## src/rtl/sseg_arbiter.sv

```systemverilog
// sseg_arbiter
// Four-way round-robin arbiter that shares the single 32-bit hex display
// word among independent requesters. A granted word is latched onto
// o_disp_din and held for a minimum display time before re-arbitration.
//
// Parameters:
//   DBG          "TRUE" forces an 8-cycle hold for simulation.
//   HOLD_CYCLES  hold time in clk cycles when DBG is not "TRUE" (>= 1).
//
// Ports:
//   i_clk        system clock, rising edge
//   i_resetn     synchronous active-low reset
//   i_req        request bit per requester (bit i = requester i)
//   i_req_data   requester i's word on bits [32i+31:32i]
//   o_ack        one-cycle pulse to the requester whose word was captured
//   o_disp_din   word currently displayed (to sseg.din)
//   o_grant_id   index of the requester owning o_disp_din
//   o_busy       high while the hold period runs
//   o_dbg_state  current FSM state (0 = IDLE, 1 = HOLD)
//
// Handshake: a requester raises i_req[i] with its word stable and keeps both
// until it sees o_ack[i] for one cycle; the word was captured on the edge
// that raised o_ack. Dropping i_req[i] earlier withdraws the request, and a
// request still high after o_ack counts as a fresh request.
module sseg_arbiter #(
  parameter string       DBG         = "FALSE",
  parameter int unsigned HOLD_CYCLES = 50000000
) (
  input  logic         i_clk,
  input  logic         i_resetn,
  input  logic [3:0]   i_req,
  input  logic [127:0] i_req_data,
  output logic [3:0]   o_ack,
  output logic [31:0]  o_disp_din,
  output logic [1:0]   o_grant_id,
  output logic         o_busy,
  output logic         o_dbg_state
);

  localparam logic [31:0] HOLD = (DBG == "TRUE") ? 32'd8 : 32'(HOLD_CYCLES);

  typedef enum logic {
    ST_IDLE = 1'b0,
    ST_HOLD = 1'b1
  } state_t;

  state_t      r_state, w_state_nxt;
  logic [31:0] r_cnt, w_cnt_nxt;
  logic [1:0]  r_last, w_last_nxt;
  logic [3:0]  r_ack, w_ack_nxt;
  logic [31:0] r_disp, w_disp_nxt;
  logic [1:0]  r_gid, w_gid_nxt;
  logic        r_busy, w_busy_nxt;

  // Round-robin winner: first set request scanning r_last+1, r_last+2, ...
  // modulo 4. The 2-bit add wraps naturally; offset 4 lands on r_last itself,
  // so the previous owner wins only when nobody else is asking.
  logic       w_found;
  logic [1:0] w_win;
  logic [1:0] w_idx;

  always_comb begin
    w_found = 1'b0;
    w_win   = 2'd0;
    w_idx   = 2'd0;
    for (int k = 1; k <= 4; k++) begin
      w_idx = r_last + 2'(k);
      if (!w_found && i_req[w_idx]) begin
        w_found = 1'b1;
        w_win   = w_idx;
      end
    end
  end

  always_comb begin
    w_state_nxt = r_state;
    w_cnt_nxt   = r_cnt;
    w_last_nxt  = r_last;
    w_ack_nxt   = 4'b0000;
    w_disp_nxt  = r_disp;
    w_gid_nxt   = r_gid;
    w_busy_nxt  = r_busy;
    case (r_state)
      ST_IDLE: begin
        if (w_found) begin
          w_disp_nxt       = i_req_data[32*w_win +: 32];
          w_gid_nxt        = w_win;
          w_ack_nxt[w_win] = 1'b1;
          w_last_nxt       = w_win;
          w_cnt_nxt        = 32'd0;
          w_busy_nxt       = 1'b1;
          w_state_nxt      = ST_HOLD;
        end
      end
      ST_HOLD: begin
        // Requests are ignored here; the counter is cleared on every grant
        // so it cannot wrap.
        w_cnt_nxt = r_cnt + 32'd1;
        if (r_cnt == HOLD - 32'd1) begin
          w_state_nxt = ST_IDLE;
          w_busy_nxt  = 1'b0;
        end
      end
      default: begin
        w_state_nxt = ST_IDLE;
      end
    endcase
  end

  always_ff @(posedge i_clk) begin
    if (!i_resetn) begin
      r_state <= ST_IDLE;
      r_cnt   <= 32'd0;
      r_last  <= 2'd3;
      r_ack   <= 4'b0000;
      r_disp  <= 32'd0;
      r_gid   <= 2'd0;
      r_busy  <= 1'b0;
    end else begin
      r_state <= w_state_nxt;
      r_cnt   <= w_cnt_nxt;
      r_last  <= w_last_nxt;
      r_ack   <= w_ack_nxt;
      r_disp  <= w_disp_nxt;
      r_gid   <= w_gid_nxt;
      r_busy  <= w_busy_nxt;
    end
  end

  assign o_ack       = r_ack;
  assign o_disp_din  = r_disp;
  assign o_grant_id  = r_gid;
  assign o_busy      = r_busy;
  assign o_dbg_state = r_state;

endmodule

```

## config.mk

```make
export PLATFORM = sky130hd
export DESIGN_NAME = sseg_arbiter
export DESIGN_NICKNAME = d
export VERILOG_FILES = /design/src/rtl/sseg_arbiter.sv
export SDC_FILE = /design/constraint.sdc
export NUM_CORES = 1
export LEC_CHECK = 0
export ABC_CLOCK_PERIOD_IN_PS = 2500
export CORE_MARGIN = 2
export CORE_UTILIZATION = 43
export DETAILED_ROUTE_END_ITERATION = 7
export PLACE_DENSITY = 0.81
export SETUP_SLACK_MARGIN = 0.05
export SYNTH_ARGS = -nofsm -noshare
export SYNTH_HDL_FRONTEND = slang
export SYNTH_SLANG_ARGS = --single-unit
```

## constraint.sdc

```tcl
create_clock -name i_clk -period 2.5 [get_ports i_clk]
set_clock_uncertainty 0.1 [all_clocks]
set_input_delay 0.25 -clock i_clk [delete_from_list [all_inputs] [get_ports i_clk]]
set_output_delay 0.25 -clock i_clk [all_outputs]
set_load 0.05 [all_outputs]
```

==> flow_summary.ini, run 1 <==
[place]
post-place-ws_ps = 86.3
io_buffers = 173
gp_congestion = 0.792
dpl.hpwl_um = 9300

[sta]
relSlewSlack = 0.609
max_slew.worst_pin.slew_ps = 585
worst_slack_ps = 446
rsz0062_at_grt = no
finalSetupViolations = 0
max_clock_freq_ghz = 0.487
worst_hold_slack_ps = 360
drv_slew = 0
setup_tns_ps = 0
fin_crit_ps = 2050
fin_crit_sh = 0.822
hold_viol = 0

[grt]
use_met1 = 0.277
grt_busiest_layer = met2
grtUsageTotal = 0.238
grt_pass1_wl_um = 19600
grt_max_degree = 37
antenna_found_initial = 0
overflow = 0
use_met3 = 0.0438
grt_use_met2 = 0.433
grt_pass1_vias = 4253

[clock_tree]
cts_resized = 0
cts_made_buffers = 9
post_cts_buffers = 0
clkSlewWorstSetupHoldPaths_ps = 80
cts_tree = done
root_buffer = clkbuf_8
cts_max_level = 3
cts_hold_buf = 0
clock_sinks = 74
cts_buffer_depth = 2
clock_latency_ps = 340

[floorplanning]
die_x_um = 102
start_util = 0.446
core-area_um2 = 9280
ios = 174
rows = 35
fp.dieH_um = 102
die-area_um2 = 10400

[critical_path]
end_kind = register
criticalPathCategory = reg2reg
cp.arrival_ps = 2160
worstPathRequired_ps = 2610
cp-start-kind = register
crit_fanout = 9

[synthesis]
synthCells = 456
yosysUniqueCellTypes = 50
ys.flop_type = dfxtp_1
synth-seq-cells = 74
synth_top_area_frac = 0.358
yosys_warnings = 0
synth-async-reset-ratio = 0
syn_avg_cell_area_um2 = 9.08
synth_edf_count = 0
ys_seq_area_frac = 0.358
netlist_area_um2 = 4140
synthDominantAreaCellType = dfxtp_1
synth_area_leaders = dfxtp_1 (36%), mux2i_1 (16%), mux2_2 (9.5%), nand3_1 (5.8%), o21ai_1 (4.2%)
syn_nets = 591

[routing]
viasPerCell = 5.34
post-route-drc-count = 0
wl_per_cell_um = 15.2
first_iter_violations = 144
num_vias = 4142
ant_nets = 0
wl_um = 11800
first_pass_iters = 4

[power_and_ir_drop]
p_sw_uw = 1020
combPwrFrac = 0.350
p_leak_uw = 0.00234
vdd_drop_max_uv = 281
seqPwrFrac = 0.392
p_clk_frac = 0.259
power.internal_uw = 2270
switching_share = 0.309
pwr_density_cell_nw_per_um2 = 517

[worst_hold_path]
hold_path_class = reg2reg

[finish]
diodes = 0
nets = 777
area_growth_pct = 53.7
ff_latch_area_um2 = 1480
drive_gt1_frac = 0.141
fillCellCount = 756
multi_input_area_um2 = 2480

[outcome]
status = complete, no violations

[job]
maxCapViolations = 0
-- through the flow --
step / util / power (uW) / std cells / instance area, um^2
floorplan: - / 1980 / 456 / 4140
finish: 0.686 / 3290 / 776 / 6360
detailed placement: 0.666 / 2470 / 760 / 6180
CTS: 0.686 / 3320 / 776 / 6360
global route: 0.686 / 3440 / 776 / 6360
global placement: 0.666 / 2450 / 760 / 6180
-- sequential cells by signal, indices dropped and copies added (netlist names) --
name and count:
o_ack 4, o_busy 1, o_dbg_state 1, o_disp_din 32, o_grant_id 2, r_cnt 32, r_last 2
-- layout make-up --
cell class                 count  area share
clock buffer                  14      0.0271
clock inverter                 2     0.00157
inverter                      10     0.00590
multi-input combinational    342       0.390
sequential                    74       0.233
tap                          129      0.0254
timing repair buffer         205       0.318
-- per-layer routing --
metal,up-vias,share of wire
li1,2053,-
met1,1943,0.40
met2,129,0.52
met3,17,0.056
met4,0,0.022
met5,-,0
-- critical path, cell delays in order, from the launching register on --
cell and delay, ps:
dfxtp_1 450, nand4_1 290, nor4_4 340, buf_4 190, nand2_1 190, o2111ai_1 270, o41ai_1 100
-- cells in the final DEF, fill, tap and decap left out, types with 12 or more instances in the layout --
cell type / netlist / final
buf_4: 3 / 28
nand4_1: 13 / 13
o21ai_1: 35 / 35
nand3_1: 48 / 48
nand2_1: 20 / 20
mux2_2: 35 / 35
mux2i_1: 67 / 67
a21oi_1: 17 / 17
nor2_1: 26 / 26
clkbuf_8: 0 / 12
dfxtp_1: 74 / 74
clkdlybuf4s50_1: 0 / 173
-- synthesized netlist by cell type, types with 4 or more instances --
master,count
dfxtp_1,74
mux2i_1,67
nand3_1,48
mux2_2,35
o21ai_1,35
nor2_1,26
nand2_1,20
clkbuf_1,18
a21oi_1,17
nand4_1,13
inv_1,9
nor3_1,7
and3_1,6
nor2b_1,6
buf_2,5
mux2_1,5
o211ai_1,5
or3_1,5
nor3b_1,4
o2111ai_1,4
o21a_1,4
o41ai_1,4
-- power by group through the flow --
stage               Clock, uW  Combinational [uW]  Sequential, uW
floorplan                   0                 447            1530
global placement            0                1140            1310
detailed placement          0                1150            1320
CTS                       872                1160            1290
global route              926                1220            1300
finish                    851                1150            1290
-- cells by family after synthesis --
family	share of synthesized area
adder cells (fa/ha/maj)	0.00302
flip-flops	0.358
AO/OA/AOI/OAI	0.121
AND/OR/NAND/NOR	0.196
multiplexers	0.276
buffers and inverters	0.0459
-- worst paths after layout --
path                       start        endpoint  slack (ps)  cells after the start
setup / recovery        r_cnt[6]       r_cnt[26]         450                      6
setup reg to reg        r_cnt[6]       r_cnt[26]         450                      6
hold / removal    o_disp_din[13]  o_disp_din[13]         360                      2
hold reg to reg   o_disp_din[13]  o_disp_din[13]         360                      2
Power figures use the tool's default switching activity.
==> run 2: changes to the inputs <==
Settings changed: ABC_CLOCK_PERIOD_IN_PS 2500 to 1650, CORE_UTILIZATION 43 to 39, PLACE_DENSITY 0.81 to 0.77.
Clock period 2.5 ns to 1.65 ns, I/O delays scaled along.
==> run 2 against run 1 <==
The run now ends with negative setup slack left. Maximum frequency increased by 8.6%. Register-to-register slack got worse by 690 ps. Count of clock-buffer cells in the layout decreased by 2. Final area increased by 17%. Critical path type unchanged. Critical endpoint is now o_disp_din[14]. Largest cell class unchanged. Largest power group is now combinational cells. Highest routed layer unchanged.
==> flow_summary.ini, run 2 (synthesis gave the netlist of run 1 again) <==
[finish]
most-common-layout-cells = clkdlybuf4s50_1 (130), buf_4 (100), mux2i_1 (60)
drive_gt1_frac = 0.380
final_common_cell = clkdlybuf4s50_1
nets = 838
area_growth_pct = 80.1
final_area_um2 = 7460
diodes = 0
fillCellCount = 686

[critical_path]
r2r-end = o_disp_din[14]
crit_fanout = 8
reg2reg_from = r_last[0]
end_kind = register
reg2reg_depth = 7
startpoint = r_last[0]
cp-start-kind = register
endpoint = o_disp_din[14]
cp.arrival_ps = 2020
criticalPathCategory = reg2reg
worstPathRequired_ps = 1780
r2r_setup_slack_ps = -240

[sta]
max_slew.worst_pin.slew_ps = 343
finalSetupViolations = 61
max_clock_freq_ghz = 0.529
relSlewSlack = 0.769
worst_slack_ps = -241
fin_crit_ps = 1890
drv_slew = 0
rsz0062_at_grt = yes
hold_viol = 0
fin_crit_sh = 1.15

[floorplanning]
die_x_um = 107
fp.dieH_um = 107
die-area_um2 = 11500
ios = 174
core-area_um2 = 10300
rows = 37
start_util = 0.401

[clock_tree]
cts_buffer_depth = 2
cts_max_level = 3
cts_hold_buf = 0
cts_made_buffers = 9
cts_tree = done
clkSlewWorstSetupHoldPaths_ps = 70
root_buffer = clkbuf_8
clock_sinks = 74
clock_latency_ps = 340

[outcome]
status = finished with violations
violations = negative setup slack

[place]
post-place-ws_ps = -754
io_buffers = 173
dpl.hpwl_um = 10200
place_area_um2 = 6430
gp_congestion = 0.851

[grt]
grt_max_degree = 37
grt_pass1_vias = 4584
overflow = 0
grtUsageTotal = 0.241
antenna_found_initial = 0
grt_pass1_wl_um = 22000

[power_and_ir_drop]
p_leak_uw = 0.00301
vdd_drop_max_uv = 521
pwr_density_cell_nw_per_um2 = 746

[routing]
first_iter_violations = 210
first_pass_iters = 4
post-route-drc-count = 0
wl_per_cell_um = 18.4
ant_nets = 0
wl_um = 15500
num_vias = 4627
viasPerCell = 5.49

[job]
maxCapViolations = 0

[worst_hold_path]
hold_path_class = reg2reg
==> run 2: worst max-delay path, stage by stage, from the launching register on <==
cell and delay (ps):
dfxtp_2 340, nand2b_4 140, a311oi_4 340, buf_12 230
buf_16 160, mux2i_4 240, mux2_4 180, o21ai_1 50
==> run 2: stage by stage <==
step	TNS [ps]	cells	power, uW	util	hold WS [ps]
after CTS	-7350	829	5440	0.688	359
after global placement	-30790	801	3750	0.623	345
after detailed placement	-34360	801	3780	0.623	349
after global routing	-12040	843	5740	0.722	388
after floorplan	-4320	456	3040	-	304
final	-8180	843	5560	0.722	358
==> run 2: how the worst min path moves through the flow <==
stage | from | to | slack [ps] | cells past startpoint
after global routing | o_disp_din[12] | o_disp_din[12] | 390 | 2
after global placement | o_disp_din[10] | o_disp_din[10] | 340 | 2
after detailed placement | o_disp_din[3] | o_disp_din[3] | 350 | 2
final | o_disp_din[10] | o_disp_din[10] | 360 | 2
after floorplan | i_req[2] | o_dbg_state | 300 | 2
after CTS | o_disp_din[3] | o_disp_din[3] | 360 | 2
==> run 2: layout make-up <==
cell class | count | area, um^2 | share of cell area
multi-input cells | 342 | 2960 | 0.396
repair buffers | 266 | 2580 | 0.346
flip-flops and latches | 74 | 1510 | 0.202
well taps | 136 | 170 | 0.0228
clock buffers | 12 | 135 | 0.0181
clock inverters | 3 | 65.1 | 0.00873
inverters | 10 | 40.0 | 0.00537
==> run 2: repair_timing <==
action,in CTS,in global routing
gates resized for setup,91,47
pin swaps,23,25
setup buffers,12,13
endpoints found under the setup margin,68,73
gates cloned,2,3
==> run 2: power breakdown <==
| group | internal [uW] | switching [uW] | leakage [uW] |
|---|---|---|---|
| sequential | 1890 | 67.2 | 0.000611 |
| combinational | 1110 | 1010 | 0.00230 |
| clock | 844 | 647 | 0.000100 |
==> run 2: per-layer routing <==
layer / vias to the layer above / GRT usage / routed length [um]
li1: 2185 / - / -
met4: 0 / 0.109 / 687
met2: 169 / 0.443 / 8370
met3: 49 / 0.0395 / 763
met5: - / 0 / 0
met1: 2224 / 0.271 / 5700
